<file path="src/rtl/uart_sample_rx_if.sv">
// uart_sample_rx_if
//   Sample-buffer write side of the UART sample receiver.
//   master : driven by uart_sample_rx
//   slave  : seen by the sample FIFO / frame logic
//   Signals:
//     sample_data  [31:0] packed {I,Q}, first byte in [31:24]
//     sample_valid        one-cycle write strobe for sample_data
//     frame_done          one-cycle pulse with the last sample of a frame
//     frame_err           one-cycle pulse on a bad stop bit
//     timeout_err         one-cycle pulse when a partial word is dropped
interface uart_sample_rx_if;
  logic [31:0] sample_data;
  logic        sample_valid;
  logic        frame_done;
  logic        frame_err;
  logic        timeout_err;

  modport master (
    output sample_data,
    output sample_valid,
    output frame_done,
    output frame_err,
    output timeout_err
  );

  modport slave (
    input sample_data,
    input sample_valid,
    input frame_done,
    input frame_err,
    input timeout_err
  );
endinterface

</file>
<file path="src/rtl/uart_sample_rx.sv">
// uart_sample_rx
//   UART 8N1 receiver that packs four bytes into one 32-bit {I,Q} sample,
//   counts samples into frames and flags stop-bit and inter-byte timeout
//   errors.
//   Ports:
//     clk      system clock
//     rst      asynchronous active-high reset
//     uart_rx  serial line, idle high, asynchronous to clk
//     smp_o    sample-buffer write side (uart_sample_rx_if.master)
module uart_sample_rx #(
  parameter int CLK_FRE      = 100,
  parameter int BAUD_RATE    = 115200,
  parameter int FRAME_LEN    = 128,
  parameter int TIMEOUT_BITS = 32
) (
  input  logic             clk,
  input  logic             rst,
  input  logic             uart_rx,
  uart_sample_rx_if.master smp_o
);

  localparam int CYC_PER_BIT = CLK_FRE * 1000000 / BAUD_RATE;
  localparam int GAP_LIMIT   = TIMEOUT_BITS * CYC_PER_BIT;
  localparam int TMR_W       = $clog2(CYC_PER_BIT + 1);
  localparam int GAP_W       = $clog2(GAP_LIMIT + 1);
  localparam int FCNT_W      = $clog2(FRAME_LEN + 1);

  localparam logic [TMR_W-1:0]  HALF_END = TMR_W'(CYC_PER_BIT / 2 - 1);
  localparam logic [TMR_W-1:0]  BIT_END  = TMR_W'(CYC_PER_BIT - 1);
  localparam logic [GAP_W-1:0]  GAP_END  = GAP_W'(GAP_LIMIT - 1);
  localparam logic [FCNT_W-1:0] FRM_END  = FCNT_W'(FRAME_LEN - 1);

  localparam logic [2:0] S_IDLE      = 3'd0;
  localparam logic [2:0] S_START     = 3'd1;
  localparam logic [2:0] S_DATA      = 3'd2;
  localparam logic [2:0] S_STOP      = 3'd3;
  localparam logic [2:0] S_WAIT_HIGH = 3'd4;

  logic              rx_meta_q, rx_s_q, rx_prev_q;
  logic [2:0]        state_q, state_d;
  logic [TMR_W-1:0]  tmr_q, tmr_d;
  logic [2:0]        bit_cnt_q, bit_cnt_d;
  logic [7:0]        shift_q, shift_d;
  logic [1:0]        byte_idx_q, byte_idx_d;
  logic [23:0]       acc_q, acc_d;
  logic [GAP_W-1:0]  gap_q, gap_d;
  logic [FCNT_W-1:0] frame_cnt_q, frame_cnt_d;
  logic [31:0]       data_q, data_d;
  logic              valid_q, valid_d;
  logic              done_q, done_d;
  logic              ferr_q, ferr_d;
  logic              tout_q, tout_d;

  // Two-flop synchroniser plus one delayed copy for falling-edge detection.
  always_ff @(posedge clk or posedge rst) begin
    if (rst) begin
      rx_meta_q <= 1'b1;
      rx_s_q    <= 1'b1;
      rx_prev_q <= 1'b1;
    end else begin
      rx_meta_q <= uart_rx;
      rx_s_q    <= rx_meta_q;
      rx_prev_q <= rx_s_q;
    end
  end

  // Receive FSM, byte packing, frame counting and inter-byte timeout.
  always_comb begin
    state_d     = state_q;
    tmr_d       = tmr_q;
    bit_cnt_d   = bit_cnt_q;
    shift_d     = shift_q;
    byte_idx_d  = byte_idx_q;
    acc_d       = acc_q;
    gap_d       = gap_q;
    frame_cnt_d = frame_cnt_q;
    data_d      = data_q;
    valid_d     = 1'b0;
    done_d      = 1'b0;
    ferr_d      = 1'b0;
    tout_d      = 1'b0;

    case (state_q)
      S_IDLE: begin
        // A start edge wins over a timeout in the same cycle, keeping the word.
        if (!rx_s_q && rx_prev_q) begin
          state_d = S_START;
          tmr_d   = '0;
          gap_d   = '0;
        end else if (byte_idx_q != 2'd0) begin
          if (gap_q == GAP_END) begin
            tout_d     = 1'b1;
            byte_idx_d = 2'd0;
            gap_d      = '0;
          end else begin
            gap_d = gap_q + GAP_W'(1);
          end
        end else begin
          gap_d = gap_q;
        end
      end

      S_START: begin
        if (tmr_q == HALF_END) begin
          tmr_d     = '0;
          bit_cnt_d = 3'd0;
          // High at mid-start-bit means the falling edge was a glitch.
          if (rx_s_q) begin
            state_d = S_IDLE;
          end else begin
            state_d = S_DATA;
          end
        end else begin
          tmr_d = tmr_q + TMR_W'(1);
        end
      end

      S_DATA: begin
        if (tmr_q == BIT_END) begin
          tmr_d     = '0;
          shift_d   = {rx_s_q, shift_q[7:1]};
          bit_cnt_d = bit_cnt_q + 3'd1;
          if (bit_cnt_q == 3'd7) begin
            state_d = S_STOP;
          end else begin
            state_d = S_DATA;
          end
        end else begin
          tmr_d = tmr_q + TMR_W'(1);
        end
      end

      S_STOP: begin
        if (tmr_q == BIT_END) begin
          tmr_d = '0;
          if (rx_s_q) begin
            state_d    = S_IDLE;
            byte_idx_d = byte_idx_q + 2'd1;
            case (byte_idx_q)
              2'd0:    acc_d[23:16] = shift_q;
              2'd1:    acc_d[15:8]  = shift_q;
              2'd2:    acc_d[7:0]   = shift_q;
              default: begin
                data_d  = {acc_q, shift_q};
                valid_d = 1'b1;
                if (frame_cnt_q == FRM_END) begin
                  done_d      = 1'b1;
                  frame_cnt_d = '0;
                end else begin
                  frame_cnt_d = frame_cnt_q + FCNT_W'(1);
                end
              end
            endcase
          end else begin
            // Bad stop bit: the whole partial word is abandoned.
            ferr_d     = 1'b1;
            byte_idx_d = 2'd0;
            state_d    = S_WAIT_HIGH;
          end
        end else begin
          tmr_d = tmr_q + TMR_W'(1);
        end
      end

      S_WAIT_HIGH: begin
        if (rx_s_q) begin
          state_d = S_IDLE;
        end else begin
          state_d = S_WAIT_HIGH;
        end
      end

      default: begin
        state_d = S_IDLE;
      end
    endcase
  end

  // State and output registers.
  always_ff @(posedge clk or posedge rst) begin
    if (rst) begin
      state_q     <= S_IDLE;
      tmr_q       <= '0;
      bit_cnt_q   <= 3'd0;
      shift_q     <= 8'd0;
      byte_idx_q  <= 2'd0;
      acc_q       <= 24'd0;
      gap_q       <= '0;
      frame_cnt_q <= '0;
      data_q      <= 32'd0;
      valid_q     <= 1'b0;
      done_q      <= 1'b0;
      ferr_q      <= 1'b0;
      tout_q      <= 1'b0;
    end else begin
      state_q     <= state_d;
      tmr_q       <= tmr_d;
      bit_cnt_q   <= bit_cnt_d;
      shift_q     <= shift_d;
      byte_idx_q  <= byte_idx_d;
      acc_q       <= acc_d;
      gap_q       <= gap_d;
      frame_cnt_q <= frame_cnt_d;
      data_q      <= data_d;
      valid_q     <= valid_d;
      done_q      <= done_d;
      ferr_q      <= ferr_d;
      tout_q      <= tout_d;
    end
  end

  assign smp_o.sample_data  = data_q;
  assign smp_o.sample_valid = valid_q;
  assign smp_o.frame_done   = done_q;
  assign smp_o.frame_err    = ferr_q;
  assign smp_o.timeout_err  = tout_q;

endmodule
</file>
<file path="src/flat_wrapper.sv">
// flat-port wrapper written by rule: the top's interface ports become plain ports
module uart_sample_rx_flat 
#(
  parameter int CLK_FRE      = 100,
  parameter int BAUD_RATE    = 115200,
  parameter int FRAME_LEN    = 128,
  parameter int TIMEOUT_BITS = 32
)
  (clk, rst, uart_rx, smp_o_sample_data, smp_o_sample_valid, smp_o_frame_done, smp_o_frame_err, smp_o_timeout_err);
  uart_sample_rx_if smp_o_i ();
  input  logic clk;
  input  logic rst;
  input  logic uart_rx;
  output wire logic [$bits(smp_o_i.sample_data)-1:0] smp_o_sample_data;
  output wire logic [$bits(smp_o_i.sample_valid)-1:0] smp_o_sample_valid;
  output wire logic [$bits(smp_o_i.frame_done)-1:0] smp_o_frame_done;
  output wire logic [$bits(smp_o_i.frame_err)-1:0] smp_o_frame_err;
  output wire logic [$bits(smp_o_i.timeout_err)-1:0] smp_o_timeout_err;
  assign smp_o_sample_data = smp_o_i.sample_data;
  assign smp_o_sample_valid = smp_o_i.sample_valid;
  assign smp_o_frame_done = smp_o_i.frame_done;
  assign smp_o_frame_err = smp_o_i.frame_err;
  assign smp_o_timeout_err = smp_o_i.timeout_err;
  uart_sample_rx #(.CLK_FRE(CLK_FRE), .BAUD_RATE(BAUD_RATE), .FRAME_LEN(FRAME_LEN), .TIMEOUT_BITS(TIMEOUT_BITS)) u_core (.clk(clk), .rst(rst), .uart_rx(uart_rx), .smp_o(smp_o_i));
endmodule
</file>
<file path="config.mk">
export PLATFORM = sky130hd
export DESIGN_NAME = uart_sample_rx_flat
export DESIGN_NICKNAME = d
export VERILOG_FILES = /design/src/rtl/uart_sample_rx_if.sv /design/src/rtl/uart_sample_rx.sv /design/src/flat_wrapper.sv
export SDC_FILE = /design/constraint.sdc
export NUM_CORES = 1
export LEC_CHECK = 0
export BUFFER_PORTS_ARGS = -buffer_cell sky130_fd_sc_hd__buf_2
export CAP_MARGIN = 20
export CORE_ASPECT_RATIO = 1.2
export CORE_MARGIN = 2
export CORE_UTILIZATION = 54
export DETAILED_ROUTE_END_ITERATION = 12
export PLACE_DENSITY_LB_ADDON = 0.1
export RECOVER_POWER = 100
export SETUP_SLACK_MARGIN = 0.02
export SYNTH_ARGS = -nofsm -noshare
export SYNTH_HDL_FRONTEND = slang
export SYNTH_SLANG_ARGS = --single-unit
</file>
<file path="constraint.sdc">
create_clock -name clk -period 3.3 [get_ports clk]
set_input_delay 0.495 -clock clk [delete_from_list [all_inputs] [get_ports clk]]
set_output_delay 0.495 -clock clk [all_outputs]
set_load 0.02 [all_outputs]
</file>
==> flow_metrics.py <==
metrics = {
    "timing": {
        "fin_crit_ps": 2660,
        "finalSetupViolCount": 0,
        "tns_ps": 0,
        "rsz0062_at_grt": "false",
        "fin_skew_ps": 10.3,
        "fmax_mhz": 376,
        "hold_violations": 0,
        "slew_viol_final": 0,
        "relSlewSlack_pct": 4.32,
        "hold_slack_ps": 212,
        "max_slew.worst_pin.slew_ps": 1430,
        "post-route-period-util_pct": 80.6,
    },
    "detailed_routing": {
        "drc": 0,
        "drt_first_pass_iters": 4,
        "via_per_inst": 5.57,
        "vias": 3557,
        "drt-total-wl_mm": 9.35,
        "drt_iter0_markers": 137,
        "antenna_left": 0,
        "drt-wirelength-per-cell_um": 14.6,
    },
    "floorplanning": {
        "rows": 38,
        "initial_core_util_pct": 55.6,
        "core-area_sq_mm": 0.00903,
        "boundaryPins": 39,
        "fp.dieW_um": 92.1,
        "dieArea_sq_mm": 0.0101,
        "die_h_um": 110,
    },
    "yosys": {
        "synth_edf_count": 0,
        "synth_cells": 478,
        "synth_seq_cells": 112,
        "netlist_area_sq_mm": 0.00503,
        "ys_seq_area_share_pct": 55.8,
        "yosysWarnings": 0,
        "ys_async_sr_fraction_pct": 100,
        "synth_top_area_share_pct": 54.3,
        "ys_types": 57,
        "synth.avg_cell_area_sq_um": 10.5,
        "ys.flop_type": "dfrtp_1",
        "yosysMostFrequentCell": "nand2_1",
        "synth_common_cells": "nand2_1 (122), dfrtp_1 (109), mux2_2 (32)",
        "yosys.area.top_type": "dfrtp_1",
        "synth.area.top_cells": "dfrtp_1 (54%), nand2_1 (9.1%), mux2_2 (7.2%)",
        "syn_nets": 491,
    },
    "power": {
        "pwr_density_cell_mw_per_mm2": 413,
        "netSwitchingFraction_pct": 23.5,
        "p_int_mw": 1.70,
        "p_leak_nw": 2.58,
        "seqPwrFrac_pct": 62.7,
        "pwr-share-clk_pct": 33.4,
        "p_comb_share_pct": 3.8,
        "power.switching_mw": 0.521,
        "vdd_drop_max_v": 0.000220,
    },
    "cts": {
        "root_buffer": "clkbuf_8",
        "postCtsHoldBufs": 0,
        "cts_buffer_depth": 2,
        "h-tree-depth": 3,
        "clkTransAtPathRegs_ps": 100,
        "cts_tree": "yes",
        "postCtsSetupBuffers": 0,
        "clock-sinks": 112,
        "postCtsResizedCells": 0,
        "cts_buffers": 9,
        "insertion_delay_ps": 370,
    },
    "job": {
        "maxCapViolations": 0,
    },
    "global_route": {
        "use_met2_pct": 35.2,
        "busiest_layer": "met2",
        "antenna_found_initial": 0,
        "grt_pass1_vias": 3501,
        "grt_max_degree": 47,
        "grt_pass1_wl_mm": 16.3,
        "grt_use_met1_pct": 26.2,
        "grt_util_met3_pct": 3.22,
        "groute.usage.overall_pct": 20.4,
        "overflow": 0,
    },
    "setup_path": {
        "crit_fanout": 42,
        "path_class": "flop to flop",
        "slowest_stage": "clkbuf_2",
        "worstPathRequired_ps": 3570,
        "critPathCaptureType": "flop",
        "critPathMaxStageDelay_ps": 530,
        "worstPathCellList": "ha_1 -> nor3b_1 -> nand4_1 -> clkbuf_2 -> nor3_1 -> mux2_2",
        "arrival_ps": 2930,
        "worstSetupStartpointType": "flop",
    },
    "layout": {
        "final_util_pct": 59.6,
        "register_area_sq_mm": 0.00281,
        "final_cells": 639,
        "final.fill_count": 817,
        "area_delta_synth_final_pct": 7.07,
        "drive_gt1_share_pct": 11.0,
        "diodes": 0,
        "multi_input_area_sq_mm": 0.00202,
        "nets": 527,
    },
    "placed_design": {
        "place_inst": 623,
        "gp_congestion": 0.834,
        "io_buffer_count": 38,
        "place_hpwl_mm": 6.47,
    },
    "outcome": {
        "outcome": "completed",
    },
    "min_path": {
        "hold_path.class": "input port to flop",
    },
}
## final timing paths
path,start,end,slack (ps),depth (start not counted)
max,u_core.tmr_q[0],u_core.frame_cnt_q[7],640,6
min reg2reg,u_core.rx_meta_q,u_core.rx_s_q,370,0
min,uart_rx,u_core.rx_meta_q,210,1
min in group asynchronous,rst,u_core.frame_cnt_q[1],430,2
max reg2reg,u_core.tmr_q[0],u_core.frame_cnt_q[7],640,6
max in group asynchronous,rst,u_core.acc_q[4],1200,3
## per-layer routing
metal / vias to the layer above / part of all wire [%]
li1: 1745 / -
met1: 1729 / 47
met2: 71 / 48
met3: 12 / 3.2
met4: 0 / 1.6
met5: - / 0
## state kept, by name (all words and copies together), names as in the netlist
name / flops
u_core.tmr_q: 10
u_core.bit_cnt_q: 3
u_core.smp_o.sample_data: 32
u_core.byte_idx_q: 2
u_core.smp_o.sample_valid: 1
u_core.acc_q: 24
u_core.smp_o.frame_done: 1
u_core.rx_meta_q: 1
u_core.rx_prev_q: 1
u_core.state_q: 3
u_core.rx_s_q: 1
u_core.smp_o.timeout_err: 1
u_core.gap_q: 15
u_core.frame_cnt_q: 8
u_core.smp_o.frame_err: 1
u_core.shift_q: 8
## cells by family (layout without fill, tap and decap cells)
kind of cell / Yosys count / in the layout / synth area share [%]
xor+xnor: 4 / 4 / 0.697
buf+inv: 35 / 76 / 2.94
mux: 36 / 36 / 8.02
flops: 112 / 112 / 55.8
compound gates: 71 / 71 / 9.68
simple gates: 210 / 210 / 20.3
fa+ha+maj: 10 / 10 / 2.49
## critical path, delay by kind of cell, from the launching register on
family	cells	cell delay, ps
multiplexers	1	360
buffers and inverters	1	530
adder cells (fa/ha/maj)	1	250
flip-flops	1	410
AND/OR/NAND/NOR	3	1000
## cells in the final DEF (no fill, tap or decap), types with 3 or more instances in the layout
| master | netlist | final |
|---|---|---|
| nand3_1 | 15 | 15 |
| clkbuf_8 | 0 | 10 |
| clkinv_2 | 0 | 3 |
| clkbuf_1 | 8 | 37 |
| clkbuf_2 | 0 | 3 |
| and3_1 | 7 | 7 |
| a22o_1 | 4 | 4 |
| nor3_1 | 5 | 8 |
| inv_1 | 17 | 16 |
| nor4_1 | 3 | 4 |
| ha_1 | 10 | 10 |
| mux2_2 | 32 | 32 |
| nand2_1 | 122 | 125 |
| o22ai_1 | 3 | 3 |
| nor2_1 | 13 | 13 |
| or4_1 | 8 | 8 |
| o31ai_1 | 12 | 12 |
| nand4b_1 | 3 | 3 |
| o211ai_1 | 3 | 3 |
| dfrtp_1 | 109 | 109 |
| nand4_1 | 5 | 5 |
| nor2b_1 | 3 | 3 |
| or3_1 | 5 | 5 |
| o2bb2ai_1 | 3 | 3 |
| o21ai_0 | 13 | 14 |
| a31oi_1 | 3 | 3 |
| a21oi_1 | 17 | 17 |
## final cells by class
class | count | share of cell area [%]
clock buffers | 11 | 2.63
clock inverters | 5 | 0.581
inverters | 18 | 1.28
multi-input cells | 331 | 37.5
flip-flops and latches | 112 | 52.2
well taps | 120 | 2.79
repair buffers | 42 | 3.12
## through the flow
step | setup slack (ps) | instance area, sq um | power [mW]
floorplan | 1380 | 5030 | 1.49
global placement | 1040 | 5330 | 1.51
detailed placement | 987 | 5330 | 1.51
CTS | 974 | 5510 | 2.25
global route | 385 | 5380 | 2.32
finish | 639 | 5380 | 2.22
## power by group through the flow
stage          Sequential [mW]  Combinational [mW]  Clock, mW
4_1_cts                   1.39              0.0938      0.765
3_5_place_dp              1.42              0.0934          0
3_3_place_gp              1.42              0.0918          0
6_report                  1.39              0.0853      0.742
5_1_grt                   1.39              0.0994      0.827
2_1_floorplan             1.41              0.0721          0
No activity file was read; power rests on OpenSTA's default activity.
